[src/rtl/isa_pkg.sv]
// Shared definitions for the ISA I/O cycle master: FSM encoding,
// command control bit positions and default bus timing.
package isa_pkg;

    typedef enum logic [2:0] {
        ST_IDLE   = 3'd0,
        ST_SETUP  = 3'd1,
        ST_STROBE = 3'd2,
        ST_HOLD   = 3'd3,
        ST_DONE   = 3'd4
    } state_t;

    localparam int CTRL_START = 0;
    localparam int CTRL_RNW   = 1;
    localparam int CTRL_WIDE  = 2;

    localparam int DEF_SETUP_CYCLES   = 3;
    localparam int DEF_STROBE_CYCLES  = 12;
    localparam int DEF_HOLD_CYCLES    = 3;
    localparam int DEF_TIMEOUT_CYCLES = 2048;
    localparam int DEF_CNT_W          = 12;

endpackage

[src/rtl/isa_sync2.sv]
// Two-flop synchroniser for an asynchronous single-bit input, with a
// selectable value taken while in reset.
module isa_sync2 #(
    parameter logic RESET_VAL = 1'b1
) (
    input  logic i_clk,
    input  logic i_reset,
    input  logic i_d,
    output logic o_q
);

    logic r_meta;
    logic r_sync;

    always_ff @(posedge i_clk or posedge i_reset) begin
        if (i_reset) begin
            r_meta <= RESET_VAL;
            r_sync <= RESET_VAL;
        end else begin
            r_meta <= i_d;
            r_sync <= r_meta;
        end
    end

    assign o_q = r_sync;

endmodule

[src/rtl/isa_io_cycle_master.sv]
// Runs a single ISA I/O read or write cycle on the slot bus from a latched
// register-file command, returning read data through a one-cycle load strobe.
module isa_io_cycle_master
    import isa_pkg::*;
#(
    parameter int SETUP_CYCLES   = DEF_SETUP_CYCLES,
    parameter int STROBE_CYCLES  = DEF_STROBE_CYCLES,
    parameter int HOLD_CYCLES    = DEF_HOLD_CYCLES,
    parameter int TIMEOUT_CYCLES = DEF_TIMEOUT_CYCLES,
    parameter int CNT_W          = DEF_CNT_W
) (
    input  logic        i_clk,
    input  logic        i_reset,
    input  logic [15:0] i_cmd_addr,
    input  logic [15:0] i_cmd_wdata,
    input  logic [7:0]  i_cmd_ctrl,
    output logic [15:0] o_isa_sa,
    output logic [15:0] o_isa_sd_out,
    output logic        o_isa_sd_oe,
    input  logic [15:0] i_isa_sd_in,
    output logic        o_isa_ior_n,
    output logic        o_isa_iow_n,
    output logic        o_isa_aen,
    output logic        o_isa_bale,
    input  logic        i_isa_iochrdy,
    output logic [15:0] o_rd_data,
    output logic        o_rd_load,
    output logic        o_busy,
    output logic        o_done,
    output logic        o_timeout
);

    localparam logic [CNT_W-1:0] SETUP_LOAD   = CNT_W'(SETUP_CYCLES - 1);
    localparam logic [CNT_W-1:0] HOLD_LOAD    = CNT_W'(HOLD_CYCLES - 1);
    localparam logic [CNT_W-1:0] STROBE_LOAD  = CNT_W'(TIMEOUT_CYCLES - 1);
    localparam logic [CNT_W-1:0] STROBE_LIMIT = CNT_W'(TIMEOUT_CYCLES - STROBE_CYCLES);

    state_t           r_state;
    state_t           w_state_next;
    logic [CNT_W-1:0] r_cnt;
    logic [CNT_W-1:0] w_cnt_next;
    logic             r_start_prev;
    logic             r_rnw;
    logic             r_wide;
    logic             w_start_edge;
    logic             w_rdy;
    logic             w_strobe_exit;
    logic             w_timeout_hit;
    logic             w_unused_ctrl;

    assign w_start_edge  = i_cmd_ctrl[CTRL_START] & ~r_start_prev;
    assign w_unused_ctrl = ^i_cmd_ctrl[7:3];

    isa_sync2 #(.RESET_VAL(1'b1)) u_rdy_sync (
        .i_clk   (i_clk),
        .i_reset (i_reset),
        .i_d     (i_isa_iochrdy),
        .o_q     (w_rdy)
    );

    always_ff @(posedge i_clk or posedge i_reset) begin
        if (i_reset) begin
            r_state      <= ST_IDLE;
            r_cnt        <= '0;
            r_start_prev <= 1'b1;
        end else begin
            r_state      <= w_state_next;
            r_cnt        <= w_cnt_next;
            r_start_prev <= i_cmd_ctrl[CTRL_START];
        end
    end

    // In STROBE the counter runs down from the timeout limit, so elapsed
    // strobe time is implied by how far it has fallen.
    always_comb begin
        w_state_next  = r_state;
        w_cnt_next    = r_cnt;
        w_strobe_exit = 1'b0;
        w_timeout_hit = 1'b0;
        case (r_state)
            ST_IDLE: begin
                if (w_start_edge) begin
                    w_state_next = ST_SETUP;
                    w_cnt_next   = SETUP_LOAD;
                end
            end
            ST_SETUP: begin
                if (r_cnt == '0) begin
                    w_state_next = ST_STROBE;
                    w_cnt_next   = STROBE_LOAD;
                end else begin
                    w_cnt_next = r_cnt - CNT_W'(1);
                end
            end
            ST_STROBE: begin
                if (r_cnt <= STROBE_LIMIT && w_rdy) begin
                    w_strobe_exit = 1'b1;
                    w_state_next  = ST_HOLD;
                    w_cnt_next    = HOLD_LOAD;
                end else if (r_cnt == '0) begin
                    w_timeout_hit = 1'b1;
                    w_state_next  = ST_HOLD;
                    w_cnt_next    = HOLD_LOAD;
                end else begin
                    w_cnt_next = r_cnt - CNT_W'(1);
                end
            end
            ST_HOLD: begin
                if (r_cnt == '0) begin
                    w_state_next = ST_DONE;
                end else begin
                    w_cnt_next = r_cnt - CNT_W'(1);
                end
            end
            ST_DONE: begin
                w_state_next = ST_IDLE;
            end
            default: begin
                w_state_next = ST_IDLE;
                w_cnt_next   = '0;
            end
        endcase
    end

    // Bus outputs are registered from the next state so they change on the
    // same edge as the FSM; address and write data live in the output flops.
    always_ff @(posedge i_clk or posedge i_reset) begin
        if (i_reset) begin
            r_rnw        <= 1'b0;
            r_wide       <= 1'b0;
            o_isa_sa     <= '0;
            o_isa_sd_out <= '0;
            o_isa_sd_oe  <= 1'b0;
            o_isa_ior_n  <= 1'b1;
            o_isa_iow_n  <= 1'b1;
            o_isa_aen    <= 1'b1;
            o_isa_bale   <= 1'b0;
            o_rd_data    <= '0;
            o_rd_load    <= 1'b0;
            o_busy       <= 1'b0;
            o_done       <= 1'b0;
            o_timeout    <= 1'b0;
        end else begin
            o_rd_load   <= 1'b0;
            o_done      <= 1'b0;
            o_isa_bale  <= 1'b0;
            o_isa_ior_n <= ~(w_state_next == ST_STROBE && r_rnw);
            o_isa_iow_n <= ~(w_state_next == ST_STROBE && !r_rnw);
            if (r_state == ST_IDLE && w_start_edge) begin
                r_rnw        <= i_cmd_ctrl[CTRL_RNW];
                r_wide       <= i_cmd_ctrl[CTRL_WIDE];
                o_isa_sa     <= i_cmd_addr;
                o_isa_sd_out <= i_cmd_ctrl[CTRL_WIDE] ? i_cmd_wdata
                                                      : {8'h00, i_cmd_wdata[7:0]};
                o_isa_sd_oe  <= ~i_cmd_ctrl[CTRL_RNW];
                o_isa_aen    <= 1'b0;
                o_isa_bale   <= 1'b1;
                o_busy       <= 1'b1;
                o_timeout    <= 1'b0;
            end
            if (w_strobe_exit && r_rnw) begin
                o_rd_data <= r_wide ? i_isa_sd_in : {8'h00, i_isa_sd_in[7:0]};
                o_rd_load <= 1'b1;
            end
            if (w_timeout_hit) begin
                o_timeout <= 1'b1;
            end
            if (w_state_next == ST_DONE) begin
                o_done      <= 1'b1;
                o_isa_aen   <= 1'b1;
                o_isa_sd_oe <= 1'b0;
            end
            if (w_state_next == ST_IDLE) begin
                o_isa_aen   <= 1'b1;
                o_isa_sd_oe <= 1'b0;
                o_busy      <= 1'b0;
            end
        end
    end

endmodule

[config.mk]
export PLATFORM = sky130hd
export DESIGN_NAME = isa_io_cycle_master
export DESIGN_NICKNAME = d
export VERILOG_FILES = /design/src/rtl/isa_pkg.sv /design/src/rtl/isa_sync2.sv /design/src/rtl/isa_io_cycle_master.sv
export SDC_FILE = /design/constraint.sdc
export NUM_CORES = 1
export LEC_CHECK = 0
export CORE_MARGIN = 3
export CORE_UTILIZATION = 30
export DETAILED_ROUTE_END_ITERATION = 10
export GPL_TIMING_DRIVEN = 0
export PLACE_DENSITY_LB_ADDON = 0.15
export SLEW_MARGIN = 0
export SYNTH_ARGS = -nofsm -noshare
export SYNTH_HDL_FRONTEND = slang
export SYNTH_SLANG_ARGS = --single-unit
[constraint.sdc]
create_clock -name i_clk -period 2.85 [get_ports i_clk]
set_input_delay 0.4275 -clock i_clk [delete_from_list [all_inputs] [get_ports i_clk]]
set_output_delay 0.4275 -clock i_clk [all_outputs]
set_load 0.03 [all_outputs]
==> flow_summary_export.csv <==
group,metric,value,unit
status,status,"completed",
final_layout,layout_commonest_cell,"nand2_1",
drt,ant_nets,0,
final_layout,fillCellCount,1041,
cts,worstSkewPairLatency,0.34,ns
drt,drc,0,
pwr,vdd_ir_drop_max,0.290,mV
floorplan,ioPinCount,116,
global_route,grt_pass1_wl,15100,microns
timing,fmax,0.399,GHz
cts,post-cts-setup-buffers,0,
synthesis,syn_area_per_cell,9.60,sq um
floorplan,num_rows,37,
synthesis,ys_ff_latch,77,
pwr,p_sw,0.549,mW
placement,hpwl,6520,microns
drt,vias,2855,
drt,routed_wl,9190,microns
synthesis,ys_types,48,
placement,pre_cts_ws,0.408,ns
floorplan,coreArea,10600,sq um
pwr,p_leak,2.18,nW
synthesis,synth_top_area_share,53.0,%
cts,cts-root-buf,"clkbuf_8",
final_layout,antennaDiodeCount,0,
cts,clk_pin_slew,0.08,ns
drt,avgViaCountPerCell,4.67,
cts,cts_buffer_depth,2,
placement,placed_cells,595,
global_route,grt_util_all_layers,14.9,%
pwr,seq_power_share,49.3,%
cts,cts_hold_buf,0,
worst_setup_path,cp.arrival,2.77,ns
floorplan,dieHeight,112,microns
worst_setup_path,critPathKind,"reg -> reg",
worst_hold_path,min_path_type,"in -> async",
floorplan,die_w,112,microns
global_route,overflow,0,
final_layout,final_util,45.9,%
pwr,switching_share,23.7,%
timing,max-slew-margin-rel,58.1,%
pwr,power_density,476,nW/um^2
synthesis,yosysWarnings,0,
timing,worst_pin_slew,0.624,ns
cts,cts_resized,0,
drt,firstDrtPassIters,4,
timing,hold_viol_final,0,
cts,cts_tree,"built",
final_layout,layout.cells.non_filler,611,
synthesis,ys.flop_type,"dfrtp_1",
synthesis,synth_area_leaders,"dfrtp_1 53%, nand2_1 14%, dfstp_2 4.7%",
cts,cts_max_level,3,
synthesis,ys_seq_area_share,57.7,%
worst_setup_path,cp_max_fo,10,
placement,port-buffer-count,109,
floorplan,start_util,31.6,%
final_layout,syn_to_final_growth,45.2,%
pwr,p_int,1.77,mW
global_route,antenna_found_initial,0,
final_layout,nets,530,
synthesis,synth_enable_flop_cells,0,
timing,finClkSkew,0.00584,ns
synthesis,syn_nets,409,
final_layout,most-common-layout-cells,"126 x nand2_1, 109 x clkdlybuf4s50_1, 71 x dfrtp_1",
timing,period_share,87.9,%
placement,gp_congestion,0.847,
global_route,grt_pass1_vias,2984,
synthesis,yosysTopAreaCell,"dfrtp_1",
worst_setup_path,critPathCaptureType,"flop",
pwr,pwr-share-comb,10.6,%
final_layout,drive_above_1_share,10.5,%
pwr,clkPwrFrac,40.1,%
cts,clock_sinks,77,
timing,fin_ws,0.344,ns
timing,setup_viol,0,
worst_setup_path,cp.required,3.12,ns
drt,drtIter0Drc,89,
timing,slew_violations,0,
synthesis,syn_inst,349,
synthesis,syn-cell-area,3350,sq um
timing,rsz0062_at_grt,"no",
synthesis,postSynth.asyncResetShare,100,%
flow_run,drv_cap,0,
timing,period_needed,2.51,ns
worst_setup_path,cp-start-kind,"flop",
floorplan,die-area,12500,sq um
global_route,grt_max_degree,63,
drt,wl_per_cell,15.0,microns
cts,numCtsBuffers,9,
-- worst max-delay path, cell delays in order, from the launching register on --
cell and delay [ns]:
dfrtp_1 0.40, inv_1 0.08, ha_1 0.19, nor3b_1 0.50
nand4_1 0.45, o21ai_2 0.33, buf_2 0.26, a21oi_1 0.06
mux2i_1 0.16
-- synth_stat cells, drive strengths merged (2+ instances only) --
cell	n
dfstp	6
nor2b	3
nand3	14
nand4	2
mux2	8
a2bb2oi	2
mux2i	3
nor4	5
a21oi	4
a21o	4
clkbuf	10
or3	2
o21ai	17
nor3b	2
nand2b	6
dfrtp	71
nand2	126
nor3	3
o41ai	2
nor2	12
or4	7
o211ai	3
a211oi	2
buf	11
o22ai	2
inv	8
-- final cells by class --
cell class	count	area, sq um	share of cell area [%]
inverters	8	32.5	0.669
well taps	136	170	3.50
clock inverters	6	86.3	1.77
repair buffers	110	1120	23.0
multi-input cells	243	1280	26.4
flip-flops and latches	77	1930	39.8
clock buffers	10	138	2.83
plain buffers	21	103	2.11
-- stage by stage --
stage	hold slack [ns]	cell area (sq um)	power, mW	setup TNS, ns
after floorplan	0.345	3350	1.26	0
after global placement	0.348	4610	1.40	-64.10
after detailed placement	0.349	4640	1.41	0
after CTS	0.349	4870	2.36	0
after global routing	0.366	4870	2.42	0
final	0.359	4870	2.32	0
-- routing by layer --
layer	track usage (%)	part of all wire (%)	wire, microns
met1	19.3	45	4160
met2	22.8	44	4060
met3	7.34	9.6	879
met4	2.84	0.89	82
met5	0	0	0
-- kinds of logic (layout without fill, tap and decap cells) --
family                   count (synthesis)  after routing  share of synthesized area (%)
flip-flops                              77             77                           57.7
buffers and inverters                   29            155                           3.96
XOR/XNOR                                 1              1                          0.261
AO/OA/AOI/OAI                           45             45                           9.07
AND/OR/NAND/NOR                        185            185                           25.0
multiplexers                            11             11                           3.58
adder cells (fa/ha/maj)                  1              1                          0.373
-- registers in the layout, summed over array words and instances (netlist names), 3 cells and up --
| signal | count |
|---|---|
| o_isa_sd_out | 16 |
| r_state | 3 |
| o_rd_data | 16 |
| r_cnt | 12 |
| o_isa_sa | 16 |
-- power groups by stage --
stage / registers [mW] / logic (mW) / clock network, mW
5_1_grt: 1.15 / 0.263 / 1.01
3_5_place_dp: 1.16 / 0.249 / 0
2_1_floorplan: 1.22 / 0.0429 / 0
6_report: 1.14 / 0.245 / 0.929
4_1_cts: 1.14 / 0.250 / 0.965
3_3_place_gp: 1.16 / 0.242 / 0
-- final timing paths --
path	from	endpoint	slack, ns	depth (start not counted)
setup / recovery	r_cnt[0]$_DFFE_PP0P_	r_cnt[4]$_DFFE_PP0P_	0.34	8
hold / removal	i_reset	o_isa_sd_out[2]$_DFFE_PP0P_	0.36	2
setup reg to reg	r_cnt[0]$_DFFE_PP0P_	r_cnt[4]$_DFFE_PP0P_	0.34	8
hold reg to reg	u_rdy_sync.r_meta$_DFF_PP1_	u_rdy_sync.o_q$_DFF_PP1_	0.36	0
max in group asynchronous	i_reset	u_rdy_sync.o_q$_DFF_PP1_	1.87	3
min in group i_clk	u_rdy_sync.r_meta$_DFF_PP1_	u_rdy_sync.o_q$_DFF_PP1_	0.36	0
Power figures use the tool's default switching activity.
